[src/rtl/mem_arb_pkg.sv]
// Shared constants for the instruction/data memory arbiter: FSM state
// encoding, the read-data pattern returned on an aborted access, the
// default timeout/starvation limits and a counter-width helper.
package mem_arb_pkg;

    localparam logic [1:0] ST_IDLE   = 2'd0;
    localparam logic [1:0] ST_I_WAIT = 2'd1;
    localparam logic [1:0] ST_D_WAIT = 2'd2;
    localparam logic [1:0] ST_RESP   = 2'd3;

    localparam logic [31:0] ABORT_RDATA = 32'hDEADBEEF;

    localparam int TIMEOUT_DEFAULT = 15;
    localparam int MAXSKIP_DEFAULT = 3;

    // Bits needed for a counter that must be able to hold maxval.
    function automatic int cnt_width(input int maxval);
        int w;
        w = 1;
        while ((1 << w) <= maxval) w++;
        return w;
    endfunction

endpackage

[src/rtl/mem_arbiter.sv]
// Two-port arbiter in front of a single shared memory. The data (mem-stage)
// port has fixed priority; the instruction (fetch) port is forced through
// after MAXSKIP consecutive losses. Each access is granted from IDLE, waits
// for m_ack (bounded by TIMEOUT), then spends one RESP cycle pulsing the
// owner's ready before returning to IDLE.
module mem_arbiter
    import mem_arb_pkg::*;
#(
    parameter int TIMEOUT = TIMEOUT_DEFAULT,
    parameter int MAXSKIP = MAXSKIP_DEFAULT
) (
    input  logic        clk,
    input  logic        rst,

    input  logic        i_req,
    input  logic [31:0] i_addr,
    output logic [31:0] i_rdata,
    output logic        i_ready,

    input  logic        d_req,
    input  logic        d_we,
    input  logic [31:0] d_addr,
    input  logic [31:0] d_wdata,
    output logic [31:0] d_rdata,
    output logic        d_ready,

    output logic        m_req,
    output logic        m_we,
    output logic [31:0] m_addr,
    output logic [31:0] m_wdata,
    input  logic [31:0] m_rdata,
    input  logic        m_ack,

    output logic        stall,
    output logic        err
);

    localparam int WW = cnt_width(TIMEOUT);
    localparam int SW = cnt_width(MAXSKIP);

    // wait_cnt value during the last WAIT cycle allowed before the abort.
    localparam logic [WW-1:0] WAIT_LAST = WW'(TIMEOUT - 1);
    localparam logic [WW-1:0] WAIT_ONE  = WW'(1);
    localparam logic [SW-1:0] SKIP_MAX  = SW'(MAXSKIP);
    localparam logic [SW-1:0] SKIP_ONE  = SW'(1);

    logic [1:0]    state_q,   state_d;
    logic          m_req_q,   m_req_d;
    logic          m_we_q,    m_we_d;
    logic [31:0]   m_addr_q,  m_addr_d;
    logic [31:0]   m_wdata_q, m_wdata_d;
    logic [31:0]   i_rdata_q, i_rdata_d;
    logic [31:0]   d_rdata_q, d_rdata_d;
    logic          i_ready_q, i_ready_d;
    logic          d_ready_q, d_ready_d;
    logic          err_q,     err_d;
    logic [SW-1:0] skip_q,    skip_d;
    logic [WW-1:0] wait_q,    wait_d;
    logic          grant_i;

    // Next-state logic: arbitration in IDLE, ack/timeout handling in WAIT.
    always_comb begin
        state_d   = state_q;
        m_req_d   = m_req_q;
        m_we_d    = m_we_q;
        m_addr_d  = m_addr_q;
        m_wdata_d = m_wdata_q;
        i_rdata_d = i_rdata_q;
        d_rdata_d = d_rdata_q;
        i_ready_d = 1'b0;
        d_ready_d = 1'b0;
        err_d     = err_q;
        skip_d    = skip_q;
        wait_d    = wait_q;
        grant_i   = 1'b0;

        case (state_q)
            ST_IDLE: begin
                if (i_req || d_req) begin
                    // Data wins unless the fetch port has been starved long enough.
                    grant_i = i_req && (!d_req || (skip_q == SKIP_MAX));
                    m_req_d = 1'b1;
                    wait_d  = '0;
                    if (grant_i) begin
                        state_d   = ST_I_WAIT;
                        m_addr_d  = i_addr;
                        m_we_d    = 1'b0;
                        m_wdata_d = '0;
                        skip_d    = '0;
                    end else begin
                        state_d   = ST_D_WAIT;
                        m_addr_d  = d_addr;
                        m_we_d    = d_we;
                        m_wdata_d = d_wdata;
                        if (i_req && (skip_q != SKIP_MAX)) begin
                            skip_d = skip_q + SKIP_ONE;
                        end
                    end
                end
            end

            ST_I_WAIT, ST_D_WAIT: begin
                if (m_ack) begin
                    // A late ack on the final allowed cycle still completes normally.
                    state_d = ST_RESP;
                    m_req_d = 1'b0;
                    if (state_q == ST_I_WAIT) begin
                        i_rdata_d = m_rdata;
                        i_ready_d = 1'b1;
                    end else begin
                        d_rdata_d = m_rdata;
                        d_ready_d = 1'b1;
                    end
                end else if (wait_q == WAIT_LAST) begin
                    state_d = ST_RESP;
                    m_req_d = 1'b0;
                    err_d   = 1'b1;
                    wait_d  = wait_q + WAIT_ONE;
                    if (state_q == ST_I_WAIT) begin
                        i_rdata_d = ABORT_RDATA;
                        i_ready_d = 1'b1;
                    end else begin
                        d_rdata_d = ABORT_RDATA;
                        d_ready_d = 1'b1;
                    end
                end else begin
                    wait_d = wait_q + WAIT_ONE;
                end
            end

            ST_RESP: begin
                state_d = ST_IDLE;
            end

            default: begin
                state_d = ST_IDLE;
                m_req_d = 1'b0;
            end
        endcase
    end

    // State and output registers, cleared immediately by rst.
    always_ff @(posedge clk or posedge rst) begin
        if (rst) begin
            state_q   <= ST_IDLE;
            m_req_q   <= 1'b0;
            m_we_q    <= 1'b0;
            m_addr_q  <= '0;
            m_wdata_q <= '0;
            i_rdata_q <= '0;
            d_rdata_q <= '0;
            i_ready_q <= 1'b0;
            d_ready_q <= 1'b0;
            err_q     <= 1'b0;
            skip_q    <= '0;
            wait_q    <= '0;
        end else begin
            state_q   <= state_d;
            m_req_q   <= m_req_d;
            m_we_q    <= m_we_d;
            m_addr_q  <= m_addr_d;
            m_wdata_q <= m_wdata_d;
            i_rdata_q <= i_rdata_d;
            d_rdata_q <= d_rdata_d;
            i_ready_q <= i_ready_d;
            d_ready_q <= d_ready_d;
            err_q     <= err_d;
            skip_q    <= skip_d;
            wait_q    <= wait_d;
        end
    end

    assign m_req   = m_req_q;
    assign m_we    = m_we_q;
    assign m_addr  = m_addr_q;
    assign m_wdata = m_wdata_q;
    assign i_rdata = i_rdata_q;
    assign d_rdata = d_rdata_q;
    assign i_ready = i_ready_q;
    assign d_ready = d_ready_q;
    assign err     = err_q;

    // A requester stalls the pipeline while it asks and has not been served.
    assign stall = (i_req & ~i_ready_q) | (d_req & ~d_ready_q);

endmodule

[config.mk]
export PLATFORM = sky130hd
export DESIGN_NAME = mem_arbiter
export DESIGN_NICKNAME = d
export VERILOG_FILES = /design/src/rtl/mem_arb_pkg.sv /design/src/rtl/mem_arbiter.sv
export SDC_FILE = /design/constraint.sdc
export NUM_CORES = 1
export LEC_CHECK = 0
export BUFFER_PORTS_ARGS = -buffer_cell sky130_fd_sc_hd__buf_2
export CORE_AREA = 3 3 150 138
export CTS_CLUSTER_SIZE = 12
export DETAILED_ROUTE_END_ITERATION = 7
export DIE_AREA = 0 0 153 141
export GPL_TIMING_DRIVEN = 0
export PLACE_DENSITY_LB_ADDON = 0.3
export SLEW_MARGIN = 15
export SYNTH_ARGS = -nofsm -noshare
export SYNTH_HDL_FRONTEND = slang
export SYNTH_SLANG_ARGS = --single-unit
[constraint.sdc]
create_clock -name clk -period 6.5 [get_ports clk]
set_input_delay 0.65 -clock clk [delete_from_list [all_inputs] [get_ports clk]]
set_output_delay 0.65 -clock clk [all_outputs]
set_load 0.05 [all_outputs]
==> results of run 1 <==
==> sequential cells by signal, indices dropped and copies added (netlist names) <==
signal,cells
d_rdata,32
i_rdata,32
m_addr,32
m_wdata,32
wait_q,4
skip_q,2
state_q,2
d_ready,1
err,1
i_ready,1
m_req,1
m_we,1
==> layer usage <==
layer  vias to the layer above  global-route usage, %  wire (um)
met3                        25                   3.96        796
met1                      2130                   19.5       7140
met2                       126                   23.2       7600
li1                       2158                      -          -
met5                         -                      0          0
met4                         0                   6.28        437
==> cells in the final DEF (no fill, tap or decap), types with 2 or more instances in the layout <==
| cell | count |
|---|---|
| a22o_1 | 45 |
| inv_6 | 2 |
| nor3_1 | 2 |
| clkbuf_1 | 11 |
| o21ai_0 | 27 |
| buf_12 | 2 |
| nand2b_2 | 2 |
| clkbuf_16 | 17 |
| a22o_2 | 9 |
| dfrtp_1 | 141 |
| nand2b_1 | 2 |
| clkinv_2 | 5 |
| clkinvlp_4 | 3 |
| buf_6 | 11 |
| o22a_2 | 13 |
| nand2_4 | 2 |
| o22a_1 | 33 |
| mux2i_1 | 32 |
| nand2_1 | 34 |
| nor2_1 | 4 |
| o21bai_1 | 2 |
| clkinv_4 | 2 |
| inv_1 | 6 |
| buf_2 | 272 |
| nand3_1 | 2 |
| o21ai_1 | 7 |
| a31oi_1 | 2 |
| ha_1 | 6 |
| bufinv_16 | 3 |
==> power by group <==
group          internal [mW]  switching [mW]
sequential              1.29           0.208
clock                  0.604           0.374
combinational          0.790            2.05
==> worst reg2reg max path, stage by stage (launching register included) <==
cell	delay, ps
dfrtp_1	380
inv_1	70
ha_1	350
clkbuf_1	380
a31oi_1	260
o211ai_1	150
o21ai_0	110
==> final cells by class <==
class	instances	share of cell area (%)
repair buffers	266	16.9
flip-flops and latches	141	44.0
multi-input cells	246	24.0
well taps	250	3.90
plain buffers	31	3.04
clock buffers	18	5.35
inverters	10	0.733
clock inverters	14	2.09
==> how the worst max path moves through the flow <==
| stage | end | from | cells past startpoint | slack [ps] |
|---|---|---|---|---|
| 2_1_floorplan | d_rdata[0] | rst | 1 | 2070 |
| 3_3_place_gp | i_rdata[5] | rst | 2 | 200 |
| 3_5_place_dp | stall | i_req | 4 | 4440 |
| 4_1_cts | stall | i_req | 4 | 4440 |
| 5_1_grt | stall | i_req | 4 | 4370 |
| 6_report | stall | i_req | 4 | 4460 |
==> cell families after synthesis <==
family / count (synthesis) / share of synthesized area (%)
flip-flops: 141 / 61.4
adder cells (fa/ha/maj): 6 / 1.31
AO/OA/AOI/OAI: 149 / 21.1
buffers and inverters: 41 / 5.14
multiplexers: 33 / 5.77
AND/OR/NAND/NOR: 58 / 5.31
==> out/metrics.cfg, run 1 <==
[route]
vias_per_cell=4.55
drt-pass1-iter-count=4
drt_iter0_drc=213
detail_route.wl_per_cell_um=16.4
dr_total_vias=4439
drt_wl_total_um=16000
drc=0
antenna_left=0

[power_and_ir_drop]
p_leak_nw=4.14
ir_drop_uv=288
total_power_mw=5.32
powerDensity_nw_per_um2=663

[clock_network]
clkSlewWorstSetupHoldPaths_ps=60
hold_buffers=0
cts_setup_buffers=0
tritoncts=built
cts_buffers=17
cts_root_buf=clkbuf_16
htreeDepth=4
post_cts_resized=0
cts.path.max_buffers=2
clk_latency_ps=410
clock-sinks=141

[global_route]
grt_max_degree=83
first_global_vias=4663
grt_pass1_wl_um=25700
grt_usage_pct=14.8
antenna_found_initial=0
gr-total-overflow=0

[yosys]
yosysMostFrequentCell=dfrtp_1
synth_area_sq_um=5750
synthArstFlopShare_pct=100
synth_top_area_share_pct=61.4
syn_nets=568
yosysUniqueCellTypes=49
yosys.area.top_type=dfrtp_1
synth_edf_count=0
ys_ff_latch=141
synth.area.top_cells=dfrtp_1 (61%), a22o_1 (6.9%), mux2i_1 (5.6%)
synthCells=428
yosysSeqAreaShare_pct=61.4
yosys_warnings=0
post_synth.cell_area_avg_sq_um=13.4
synthTopCellsByCount=dfrtp_1 (141), a22o_1 (45), nand2_1 (34)
synth-main-ff-cell=dfrtp_1

[setup_path]
end_kind=primary output
r2r_cells=6
crit_type=input pin to primary output
critical_path.top_delay_family=buffers and inverters
cp_slowest_stage_delay_ps=280
crit_fanout=7
cp.required_ps=5850
r2r-end=state_q[1]
r2r_start=state_q[0]
startpoint_type=input pin
crit_buf_inv=3
critPathMostFrequentCell=buf_2
worstPathArrival_ps=1390
rrSetupSlack_ps=4650
path_cells=buf_2 -> inv_1 -> o22ai_1 -> buf_2
slowest_stage=buf_2

[cells_and_area]
ff_latch_area_sq_um=3530
final_cells=976
syn_to_final_growth_pct=39.5
fillCellCount=1906
fin_area_sq_um=8020
nets=853
post-route-util_pct=41.9
drive_gt1_share_pct=49.7
n_antenna_cell=0
multiInputGateArea_sq_um=1930

[timing]
max_slew.worst_pin.slew_ps=684
rsz0062_at_grt=false
drv_slew=0
setup_ws_ps=4460
clock_skew_ps=6.35
slew_headroom_pct=54.2
fin_setup_tns_ps=0
finalHoldViolCount=0
setup_viol=0
whs_ps=330
fin_crit_sh_pct=31.5
timing.fmax_mhz=489
fin_crit_ps=2040

[placement]
placed_cell_area_sq_um=7420
dp_hpwl_um=12000
place.gp.congestion=0.769
dp.cells=944
pre_cts_ws_ps=4440
portBuffers=265

[run_status]
outcome=complete, no violations

[floorplanning]
die_width_um=153
row_count=48
die_h_um=141
io-pin-count=268
dieArea_sq_um=21600
core-area_sq_um=19200
start_util_pct=30.0

[hold_path]
hold_path.class=input pin to asynchronous set/reset pin

[flow_run]
maxCapViolations=0

Note: power is estimated with default switching activity, not from simulation.
==> inputs of run 2 (changes only) <==
Clock period 6.5 ns to 1.8 ns, I/O delays scaled along.
==> run 2 against run 1 <==
Against the previous run: final cell count up 5.0%; first-iteration DRC count down 14%; critical path depth up 4; via count up 5.9%; critical endpoint is now d_rdata[1]; largest power group unchanged; highest routed layer unchanged.
==> out/metrics.cfg, run 2 (synthesis results as in run 1) <==
[timing]
max_slew.worst_pin.slew_ps=651  ; was 684 ps
setup_viol=0  ; unchanged
slew_headroom_pct=56.5  ; was 54.2%
rsz0062_at_grt=false  ; unchanged
fin_crit_ps=1670
finalHoldViolCount=0  ; unchanged
clock_skew_ps=8.40  ; was 6.35 ps
drv_slew=0  ; unchanged
fin_crit_sh_pct=92.7
timing.fmax_mhz=599

[global_route]
grt_max_degree=35  ; was 83
gr-usage-met1_pct=18.9  ; was 19.5%
antenna_found_initial=0  ; unchanged
grt_pass1_wl_um=26700  ; was 25700 um
met2_usage_pct=27.0  ; was 23.2%
gr-usage-met3_pct=3.07  ; was 3.96%
first_global_vias=4947  ; was 4663
gr-total-overflow=0  ; unchanged
grt.busiest_layer=met2  ; unchanged
grt_usage_pct=15.4  ; was 14.8%

[power_and_ir_drop]
p_leak_nw=4.40  ; was 4.14 nW
pwr-share-comb_pct=52.8  ; was 53.5%
powerDensity_nw_per_um2=2290  ; was 663 nW/um^2
switching_power_mw=9.57  ; was 2.63 mW
seqPwrFrac_pct=27.4  ; was 28.1%
ir_drop_uv=1160  ; was 288 uV
clkPwrFrac_pct=19.7  ; was 18.4%
p_int_mw=10.2  ; was 2.68 mW
total_power_mw=19.8  ; was 5.32 mW
swShare_pct=48.4  ; was 49.5%

[setup_path]
crit_type=flip-flop to flip-flop  ; was input pin to primary output
startpoint_type=flip-flop  ; was input pin
end_kind=flip-flop  ; was primary output
worstPathArrival_ps=1960  ; was 1390 ps
crit_fanout=10  ; was 7
cp.required_ps=2100  ; was 5850 ps

[floorplanning]
start_util_pct=30.0  ; unchanged
row_count=48  ; unchanged
core-area_sq_um=19200  ; unchanged
dieArea_sq_um=21600  ; unchanged
die_width_um=153  ; unchanged
io-pin-count=268  ; unchanged
die_h_um=141  ; unchanged

[flow_run]
maxCapViolations=0  ; unchanged

[cells_and_area]
syn_to_final_growth_pct=50.0  ; was 39.5%
nets=902  ; was 853
layout_commonest_cell=buf_2  ; unchanged
n_antenna_cell=0  ; unchanged
drive_gt1_share_pct=47.5  ; was 49.7%
layout_common_cells=buf_2 (270), dfrtp_1 (141), dlygate4sd3_1 (47), a22o_1 (45), nand2_1 (34)  ; was buf_2 (272), dfrtp_1 (141), a22o_1 (45), nand2_1 (34), o22a_1 (33)
post-route-util_pct=45.0  ; was 41.9%
final_cells=1025  ; was 976

[placement]
dp_hpwl_um=12300  ; was 12000 um
dp.cells=947  ; was 944
place.gp.congestion=0.772  ; was 0.769
portBuffers=265  ; unchanged

[route]
drt_iter0_drc=184  ; was 213
detail_route.wl_per_cell_um=16.3  ; was 16.4 um
vias_per_cell=4.59  ; was 4.55
drc=0  ; unchanged
drt_wl_total_um=16700  ; was 16000 um
dr_total_vias=4703  ; was 4439
antenna_left=0  ; unchanged
drt-pass1-iter-count=5  ; was 4

[clock_network]
cts_setup_buffers=0  ; unchanged
cts.path.max_buffers=2  ; unchanged
clkSlewWorstSetupHoldPaths_ps=60  ; about the same
cts_root_buf=clkbuf_16  ; unchanged
clk_latency_ps=410  ; about the same
htreeDepth=4  ; unchanged
cts_buffers=17  ; unchanged
clock-sinks=141  ; unchanged
tritoncts=built  ; unchanged

[run_status]
outcome=complete, no violations  ; unchanged

[hold_path]
hold_path.class=input pin to flip-flop  ; was input pin to asynchronous set/reset pin

[run 2: cell types whose count changed in the layout (fill, tap and decap cells not counted), moves of 3 or more]
| cell | previous run | this run |
|---|---|---|
| clkinv_2 | 5 | 2 |
| clkbuf_8 | 0 | 3 |
| dlygate4sd3_1 | 0 | 47 |
| clkbuf_1 | 11 | 8 |
| buf_12 | 2 | 6 |
| clkbuf_2 | 0 | 3 |
[run 2: per-stage QoR]
step                setup TNS [ps]  worst slack, ps  instance area, sq um  hold slack, ps
floorplan                   -20170             -143                  5750             313
global placement           -162940            -1170                  7390             397
detailed placement            -216            -28.7                  7470             307
CTS                              0            0.830                  8610           0.237
global route                     0             6.77                  8620            5.70
finish                           0              131                  8620            18.2
[run 2: area by class of cell]
type / instances / area [sq um]
Inverter: 10 / 56.3
Multi-Input combinational cell: 246 / 1940
Clock buffer: 22 / 474
Timing Repair Buffer: 316 / 1880
Fill cell: 1813 / 10500
Buffer: 30 / 249
Clock inverter: 10 / 185
Sequential cell: 141 / 3530
Tap cell: 250 / 313
[run 2: what timing repair did]
item                                   4_1_cts  5_1_grt
endpoints found under the hold margin       79        0
setup endpoints to repair                   21       57
hold buffers                                47        0
resized for setup                            4        5
[run 2: per-layer routing]
metal	wire [um]	share of wire, %	up-vias
met5	0	0	-
met4	316	1.9	0
met3	652	3.9	19
met2	8710	52	125
met1	7060	42	2306
li1	-	-	2253
[run 2: path summary, 6_finish.rpt]
| check | endpoint | cells past startpoint | slack, ps | start |
|---|---|---|---|---|
| setup / recovery | d_rdata[1] | 8 | 130 | state_q[0] |
| hold / removal | m_wdata[12] | 2 | 20 | d_wdata[12] |
| setup reg to reg | d_rdata[1] | 8 | 130 | state_q[0] |
| hold reg to reg | err | 1 | 480 | err |
| max in group asynchronous | m_addr[28] | 6 | 380 | rst |
| min in group asynchronous | m_wdata[21] | 3 | 420 | rst |
[run 2: power by group through the flow]
stage | clock (mW) | combinational, mW | sequential (mW)
floorplan | 0 | 3.03 | 10.2
global placement | 0 | 10.3 | 5.42
detailed placement | 0 | 10.5 | 5.42
CTS | 4.01 | 10.5 | 5.41
global route | 4.17 | 11.1 | 5.60
finish | 3.91 | 10.5 | 5.42
[run 2: critical path: stages, from the launching register on]
cell,delay (ps)
dfrtp_1,400
inv_1,120
ha_4,230
a21boi_4,150
nand2b_2,70
buf_6,160
clkinv_8,90
buf_12,140
o22a_2,190
